`config.mk`:
```
export PLATFORM = sky130hd
export DESIGN_NAME = op_host_seq
export DESIGN_NICKNAME = d
export VERILOG_FILES = /design/src/rtl/op_host_seq.sv
export SDC_FILE = /design/constraint.sdc
export NUM_CORES = 1
export LEC_CHECK = 0
export ABC_CLOCK_PERIOD_IN_PS = 3750
export CAP_MARGIN = 20
export CORE_MARGIN = 2
export CORE_UTILIZATION = 44
export DETAILED_ROUTE_END_ITERATION = 10
export HOLD_SLACK_MARGIN = 0.12
export PLACE_DENSITY = 0.91
export SYNTH_ARGS = -nofsm -noshare
export SYNTH_HDL_FRONTEND = slang
export SYNTH_SLANG_ARGS = --single-unit
export TNS_END_PERCENT = 30
```
`constraint.sdc`:
```
create_clock -name clk -period 3.75 [get_ports clk]
set_input_delay 0.5625 -clock clk [delete_from_list [all_inputs] [get_ports clk]]
set_output_delay 0.5625 -clock clk [all_outputs]
set_load 0.005 [all_outputs]
```
`src/rtl/op_host_seq.sv`:
```
// Host-side initiator for the iterative operation engine: takes an operand request,
// runs one start/wait/response cycle on the engine, and cleans up aborts and timeouts.
module op_host_seq #(
  parameter int DATA_W  = 32,
  parameter int RES_W   = 64,
  parameter int TIMEOUT = 20
) (
  input  logic              clk,
  input  logic              reset_n,
  input  logic              req_valid,
  output logic              req_ready,
  input  logic [DATA_W-1:0] req_a,
  input  logic [DATA_W-1:0] req_b,
  input  logic              abort,
  output logic              eng_op_start,
  output logic              eng_op_clear,
  output logic [DATA_W-1:0] eng_a,
  output logic [DATA_W-1:0] eng_b,
  input  logic              eng_op_done,
  input  logic [RES_W-1:0]  eng_result,
  output logic              rsp_valid,
  input  logic              rsp_ready,
  output logic [RES_W-1:0]  rsp_result,
  output logic              rsp_error,
  output logic              busy
);

  typedef enum logic [2:0] {
    S_IDLE  = 3'd0,
    S_START = 3'd1,
    S_WAIT  = 3'd2,
    S_CLEAR = 3'd3,
    S_RESP  = 3'd4
  } state_t;

  // Last WAIT cycle index before the operation is declared timed out.
  localparam logic [7:0] TMO_LAST = 8'(TIMEOUT - 1);

  state_t              state_q;
  logic [7:0]          timer_q;
  logic [DATA_W-1:0]   a_q;
  logic [DATA_W-1:0]   b_q;
  logic [RES_W-1:0]    res_q;
  logic                err_q;

  always_ff @(posedge clk or negedge reset_n) begin
    if (!reset_n) begin
      state_q <= S_IDLE;
      timer_q <= '0;
      a_q     <= '0;
      b_q     <= '0;
      res_q   <= '0;
      err_q   <= 1'b0;
    end else begin
      case (state_q)
        S_IDLE: begin
          if (req_valid) begin
            a_q     <= req_a;
            b_q     <= req_b;
            state_q <= S_START;
          end
        end
        S_START: begin
          timer_q <= '0;
          state_q <= abort ? S_CLEAR : S_WAIT;
        end
        S_WAIT: begin
          if (timer_q != 8'hFF) timer_q <= timer_q + 8'd1;
          // A completing engine wins over a simultaneous abort or timeout.
          if (eng_op_done) begin
            res_q   <= eng_result;
            err_q   <= 1'b0;
            state_q <= S_RESP;
          end else if (abort || (timer_q == TMO_LAST)) begin
            state_q <= S_CLEAR;
          end
        end
        S_CLEAR: begin
          res_q   <= '0;
          err_q   <= 1'b1;
          state_q <= S_RESP;
        end
        S_RESP: begin
          if (rsp_ready) state_q <= S_IDLE;
        end
        default: state_q <= S_IDLE;
      endcase
    end
  end

  // Every output is a register or a decode of the registered state.
  assign req_ready    = (state_q == S_IDLE);
  assign busy         = (state_q != S_IDLE);
  assign eng_op_start = (state_q == S_START);
  assign eng_op_clear = (state_q == S_CLEAR);
  assign rsp_valid    = (state_q == S_RESP);
  assign eng_a        = a_q;
  assign eng_b        = b_q;
  assign rsp_result   = res_q;
  assign rsp_error    = err_q;

endmodule

```
==> impl_metrics.csv, run 1 <==
group,metric,value,unit
run_status,run_status,"completed",
critical_path,ff2ff_setup_slack,1.56,ns
sta,setup-tns-final,0,ns
sta,timing.final.crit_share,71.4,%
route,final_routed_drc_violation_total,0,
clock_tree,number_of_buffers_created_by_cts,17,
final_layout,final_layout_size_suffix_gt1_share,13.6,%
sta,worst_pin_slew,0.745,ns
worst_hold_path,holdCritPathClass,"input port to asynchronous set/reset pin",
final_layout,layout_commonest_cell,"sky130_fd_sc_hd__clkdlybuf4s50_1",
logic_synthesis,synthDistinctLibCells,32,
critical_path,worst_setup_path_endpoint,"eng_op_start",
critical_path,startpoint,"state_q[1]",
power_and_ir_drop,pwr_density_cell,759,nW/µm²
sta,final.setup_skew,0.0101,ns
die,floorplan.initialDensity,44.5,%
die,floorplan.core_area,12500,µm²
placement,area_post_placement,8370,µm²
critical_path,timing.critical_path.max_delay_family,"simple AND/OR/NAND/NOR gates",
die,num_io_pins,268,
global_route,grt_pass1_wl,23.3,mm
route,vias_per_cell,4.97,
logic_synthesis,synthesis.instances,494,
final_layout,multi_input_area,1910,µm²
logic_synthesis,synth_area_per_cell,11.2,µm²
critical_path,r2r_end,"eng_b[23]",
power_and_ir_drop,power,6850,µW
clock_tree,cts.sinks,140,
critical_path,setup.worst_path.start_class,"flip-flop",
sta,timing.slew.headroom,50.4,%
clock_tree,cts.root.buffer_cell,"sky130_fd_sc_hd__clkbuf_16",
die,die_width,116,µm
sta,report.final.setup_viol,0,
global_route,grt_remaining_overflow,0,
run,cap_violations,0,
die,chipHeight,116,µm
critical_path,path_class,"flip-flop to primary output",
logic_synthesis,synth-seq-area-share,63.1,%
logic_synthesis,syn-num-nets,629,
logic_synthesis,synth_area,5550,µm²
route,ant_nets,0,
sta,max_freq,0.373,GHz
critical_path,crit_arrival,2.12,ns
sta,fin_ws,1.07,ns
power_and_ir_drop,max-vdd-ir-drop,0.000324,V
die,fp.dieArea,13500,µm²
clock_tree,clkTransAtPathRegs,0.06,ns
global_route,grt_max_degree,130,
placement,port_buffers,267,
final_layout,layout.area.seq,3500,µm²
die,std_cell_rows,41,
critical_path,critical_path_peak_fanout,13,
route,dr_total_vias,4675,
clock_tree,cts_setup_buffers,0,
sta,finalWorstPathRequiredPeriod,2.68,ns
critical_path,cpPeakStageDelay,0.59,ns
global_route,grt_antenna_before_repair,1,
final_layout,nNetsFinal,890,
placement,gp_routability_congestion,0.870,
placement,place_worst_setup_slack,1.26,ns
final_layout,mostFrequentLayoutCells,"sky130_fd_sc_hd__clkdlybuf4s50_1, sky130_fd_sc_hd__dfrtp_1, sky130_fd_sc_hd__nand2_1, sky130_fd_sc_hd__o21ai_0, sky130_fd_sc_hd__mux2_2",
global_route,globalRouteTotalUtil,22.5,%
sta,timing_max_transition_violations_final,0,
clock_tree,hold_buffers,0,
route,routed_length_per_placed_instance,16.3,µm
critical_path,worstSetupPathDepth,3,
final_layout,finish.utilization,72.4,%
critical_path,worstReg2RegStart,"state_q[2]",
clock_tree,clock_path_buffers,2,
logic_synthesis,yosysWarningCount,0,
critical_path,crit_path_cell_trace,"nand2b_1 > nor2_1 > clkdlybuf4s50_1",
logic_synthesis,synth-seq-cells,140,
critical_path,critical-path-slowest-cell,"sky130_fd_sc_hd__clkdlybuf4s50_1",
final_layout,n_fill_cell,881,
critical_path,r2r.worst_path.cells,5,
global_route,grt_pass1_vias,4624,
critical_path,critical_path_buf_inv_count,1,
final_layout,p_r_area_growth_vs_syn,62.6,%
clock_tree,cts_tree,"built",
sta,finalHoldViolations,0,
route,dr.first_iter.drc_count,463,
clock_tree,clk-insertion-delay-late,0.40,ns
final_layout,finish.instance_area,9020,µm²
clock_tree,h-tree-depth,4,
route,detailedRoute.firstPassIterationCount,4,
critical_path,required_time_of_the_worst_setup_path,3.19,ns
clock_tree,cts_repair_resize_count,0,
critical_path,worstSetupEndpointType,"primary output",
power_and_ir_drop,power_leakage,0.00377,µW
route,routed_wirelength,15.3,mm
sta,grt_setup_unrepaired,"false",
placement,dp_hpwl,11.3,mm
[cell usage after synthesis]
cell	number	area share [%]
sky130_fd_sc_hd__buf_2	7	0.63
sky130_fd_sc_hd__a31oi_1	1	0.11
sky130_fd_sc_hd__o21bai_1	1	0.14
sky130_fd_sc_hd__nand2b_1	1	0.11
sky130_fd_sc_hd__mux2_2	64	13
sky130_fd_sc_hd__clkbuf_1	21	1.4
sky130_fd_sc_hd__a21oi_1	7	0.63
sky130_fd_sc_hd__a22o_1	2	0.32
sky130_fd_sc_hd__nor2_1	9	0.61
sky130_fd_sc_hd__and3_1	2	0.23
sky130_fd_sc_hd__o31ai_1	1	0.14
sky130_fd_sc_hd__nor4_1	1	0.11
sky130_fd_sc_hd__nand2_1	134	9.1
sky130_fd_sc_hd__or2_2	1	0.11
sky130_fd_sc_hd__and2_1	1	0.11
sky130_fd_sc_hd__xor2_1	1	0.16
sky130_fd_sc_hd__or4b_4	1	0.25
sky130_fd_sc_hd__nand4_1	3	0.34
sky130_fd_sc_hd__nand3_1	2	0.18
sky130_fd_sc_hd__or3b_4	1	0.20
sky130_fd_sc_hd__mux2i_1	2	0.36
sky130_fd_sc_hd__o21ai_0	72	6.5
sky130_fd_sc_hd__o21a_1	2	0.27
sky130_fd_sc_hd__nor4bb_1	2	0.36
sky130_fd_sc_hd__or3_1	2	0.23
sky130_fd_sc_hd__and4b_1	1	0.18
sky130_fd_sc_hd__or4_1	1	0.14
sky130_fd_sc_hd__inv_1	5	0.34
sky130_fd_sc_hd__ha_1	1	0.23
sky130_fd_sc_hd__dfrtp_1	140	63
sky130_fd_sc_hd__o22ai_1	2	0.23
sky130_fd_sc_hd__buf_1	3	0.20
[routing by layer]
metal  wire [µm]  vias up  GRT usage (%)
met5           0        -              0
met4         449        0           10.3
met3        1270       33           7.16
met2        7810      213           38.9
met1        5780     2243           25.6
li1            -     2186              -
[final cells by class]
| class | instances | area share, % |
|---|---|---|
| antenna | 1 | 0.0277 |
| clock buffer | 22 | 5.14 |
| clock inverter | 9 | 1.79 |
| inverter | 5 | 0.208 |
| multi-input combinational | 318 | 21.1 |
| sequential | 140 | 38.8 |
| tap | 172 | 2.38 |
| timing repair buffer | 273 | 30.5 |
[logic make-up (layout without fill, tap and decap cells)]
kind of cell    count (synthesis)  count (layout)  share of synthesized area, %
xor+xnor                        1               1                         0.158
flops                         140             140                          63.1
buf+inv                        36             309                          2.59
simple gates                  162             162                          12.2
other cells                     0               1                             0
compound gates                 88              88                          8.32
mux                            66              66                          13.3
fa+ha+maj                       1               1                         0.225
[worst min path at each step]
stage	cells past startpoint	endpoint	slack [ns]	start
2_1_floorplan	0	eng_a[0]	0.27	reset_n
6_report	1	rsp_result[25]	0.18	reset_n
3_3_place_gp	1	eng_a[9]	0.49	eng_a[9]
3_5_place_dp	1	eng_a[3]	0.49	eng_a[3]
5_1_grt	1	rsp_result[25]	0.26	reset_n
4_1_cts	1	rsp_result[25]	0.22	reset_n
[per-stage QoR]
stage / cells / hold slack (ns)
finish: 940 / 0.182
global route: 940 / 0.256
CTS: 938 / 0.225
detailed placement: 907 / 0.494
global placement: 907 / 0.488
floorplan: 494 / 0.267
[sequential cells by signal, indices dropped and copies added (netlist names)]
register    count
eng_b          32
rsp_result     64
eng_a          32
rsp_error       1
timer_q         8
state_q         3
[report_power, final]
| group | internal (µW) | switching (µW) | leakage [µW] |
|---|---|---|---|
| combinational | 1660 | 927 | 0.00172 |
| clock | 1150 | 622 | 0.000297 |
| sequential | 2120 | 372 | 0.00176 |
| total | 4930 | 1920 | 0.00377 |
No activity file was read; power rests on OpenSTA's default activity.
==> run 2: changes to the inputs <==
- ABC_CLOCK_PERIOD_IN_PS: 3750 -> 2500
- CORE_UTILIZATION: 44 -> 41
- PLACE_DENSITY: 0.91 -> 0.86
- clock period: 3.75 -> 2.5 ns (I/O delays scaled with it)
==> run 2 against run 1 <==
Effect of this change:
- flip-flop and latch count unchanged
- first-iteration DRC count down 32%
- wire length hardly changed
- via count up 0.51%
- final area shrank 0.21%
- setup slack worse by 0.93 ns
- global-route usage is 1.2 points lower
- clock power grew 38%
- sequential power grew 50%
- die area rose by 7.1%
- register-to-register slack got worse by 1.2 ns
- non-clock buffer count rose by 1
- critical path type unchanged
- critical endpoint is now eng_op_clear
==> impl_metrics.csv, run 2 (synthesis results as in run 1) <==
group,metric,value,unit
run_status,run_status,"completed",
run,cap_violations,0,
die,chipHeight,120,µm
final_layout,mostFrequentLayoutCells,"sky130_fd_sc_hd__clkdlybuf4s50_1, sky130_fd_sc_hd__dfrtp_1, sky130_fd_sc_hd__nand2_1, sky130_fd_sc_hd__o21ai_0, sky130_fd_sc_hd__mux2_2",
clock_tree,clock_path_buffers,2,
die,floorplan.core_area,13200,µm²
route,dr.first_iter.drc_count,314,
sta,timing_max_transition_violations_final,0,
sta,timing.final.crit_share,94.2,%
die,num_io_pins,268,
critical_path,timing.critical_path.max_delay_family,"buffers and inverters",
route,final_routed_drc_violation_total,0,
critical_path,crit_arrival,1.98,ns
sta,fin_ws,0.145,ns
route,routed_wirelength,15.3,mm
route,routed_length_per_placed_instance,16.2,µm
route,vias_per_cell,4.98,
critical_path,critical_path_peak_fanout,13,
global_route,grt_pass1_wl,24.2,mm
die,fp.dieArea,14500,µm²
sta,grt_setup_unrepaired,"false",
global_route,grt_pass1_vias,4876,
final_layout,final_layout_size_suffix_gt1_share,13.8,%
power_and_ir_drop,pwr_density_cell,1120,nW/µm²
critical_path,critical_path_buf_inv_count,2,
clock_tree,number_of_buffers_created_by_cts,17,
power_and_ir_drop,power,10100,µW
placement,area_post_placement,8420,µm²
final_layout,p_r_area_growth_vs_syn,62.3,%
global_route,grt_antenna_before_repair,0,
final_layout,n_fill_cell,962,
sta,report.final.setup_viol,0,
power_and_ir_drop,power_leakage,0.00375,µW
final_layout,finish.instance_area,9010,µm²
clock_tree,cts.root.buffer_cell,"sky130_fd_sc_hd__clkbuf_16",
global_route,globalRouteTotalUtil,21.4,%
placement,gp_routability_congestion,0.858,
worst_hold_path,holdCritPathClass,"input port to asynchronous set/reset pin",
sta,worst_pin_slew,0.682,ns
sta,finalWorstPathRequiredPeriod,2.35,ns
clock_tree,clk-insertion-delay-late,0.41,ns
critical_path,required_time_of_the_worst_setup_path,2.12,ns
clock_tree,h-tree-depth,4,
critical_path,cpPeakStageDelay,0.57,ns
placement,place_worst_setup_slack,0.382,ns
critical_path,critical-path-slowest-cell,"sky130_fd_sc_hd__dfrtp_1",
die,std_cell_rows,42,
sta,hold-worst-slack,0.492,ns
sta,finalHoldViolations,0,
placement,dp_hpwl,10.8,mm
die,floorplan.initialDensity,41.9,%
clock_tree,clkTransAtPathRegs,0.05,ns
placement,port_buffers,267,
route,ant_nets,0,
final_layout,largest_reg_flops,64,
die,die_width,120,µm
critical_path,worstSetupEndpointType,"primary output",
final_layout,nNetsFinal,891,
power_and_ir_drop,max-vdd-ir-drop,0.000419,V
sta,setup-tns-final,0,ns
sta,timing.slew.headroom,54.5,%
critical_path,setup.worst_path.start_class,"flip-flop",
sta,max_freq,0.425,GHz
critical_path,path_class,"flip-flop to primary output",
global_route,grt_remaining_overflow,0,
route,detailedRoute.firstPassIterationCount,5,
clock_tree,cts.sinks,140,
global_route,grt_max_degree,75,
final_layout,layout_commonest_cell,"sky130_fd_sc_hd__clkdlybuf4s50_1",
clock_tree,cts_tree,"built",
final_layout,n_antenna_cell,0,
route,dr_total_vias,4699,
sta,final.setup_skew,0.00753,ns
critical_path,crit_path_cell_trace,"nand2_1 > or2_2 > inv_1 > clkdlybuf4s50_1",
-- run 2: stage by stage --
stage	utilization (%)	cells
2_1_floorplan	-	494
3_3_place_gp	63.6	912
3_5_place_dp	63.6	912
4_1_cts	68.0	943
5_1_grt	68.0	943
6_report	68.0	943
-- run 2: path summary, 6_finish.rpt --
| check | cells after the start | slack, ns | end | start |
|---|---|---|---|---|
| setup / recovery | 4 | 0.15 | eng_op_clear | state_q[0] |
| hold / removal | 2 | 0.49 | rsp_result[14] | reset_n |
| setup reg to reg | 4 | 0.37 | timer_q[7] | state_q[2] |
| hold reg to reg | 1 | 0.50 | eng_a[9] | eng_a[9] |
| max in group asynchronous | 3 | 1.39 | eng_b[29] | reset_n |
| min in group clk | 1 | 0.50 | eng_a[9] | eng_a[9] |
-- run 2: what timing repair did --
action / CTS / global route
hold endpoints to repair: 50 / 0
endpoints found under the setup margin: 0 / 1
resized for setup: 0 / 1
hold buffers: 1 / 0
buffers inserted: 0 / 0
-- run 2: power by group --
part	switching, µW	total, µW	internal (µW)
logic	1390	3880	2490
clock network	928	2440	1510
registers	561	3740	3180
-- run 2: metal layers --
layer | vias to the layer above | GRT usage [%] | wire (µm)
li1 | 2186 | - | -
met1 | 2257 | 25.6 | 6150
met2 | 221 | 36.0 | 7610
met3 | 35 | 5.71 | 1100
met4 | 0 | 10.0 | 467
met5 | - | 0 | 0
-- run 2: area by class of cell --
| class | count | area (µm²) | area share [%] |
|---|---|---|---|
| clock buffers | 20 | 457 | 5.07 |
| well taps | 176 | 220 | 2.45 |
| repair buffers | 274 | 2780 | 30.9 |
| flip-flops and latches | 140 | 3500 | 38.9 |
| clock inverters | 10 | 118 | 1.31 |
| multi-input cells | 318 | 1910 | 21.2 |
| inverters | 5 | 18.8 | 0.208 |
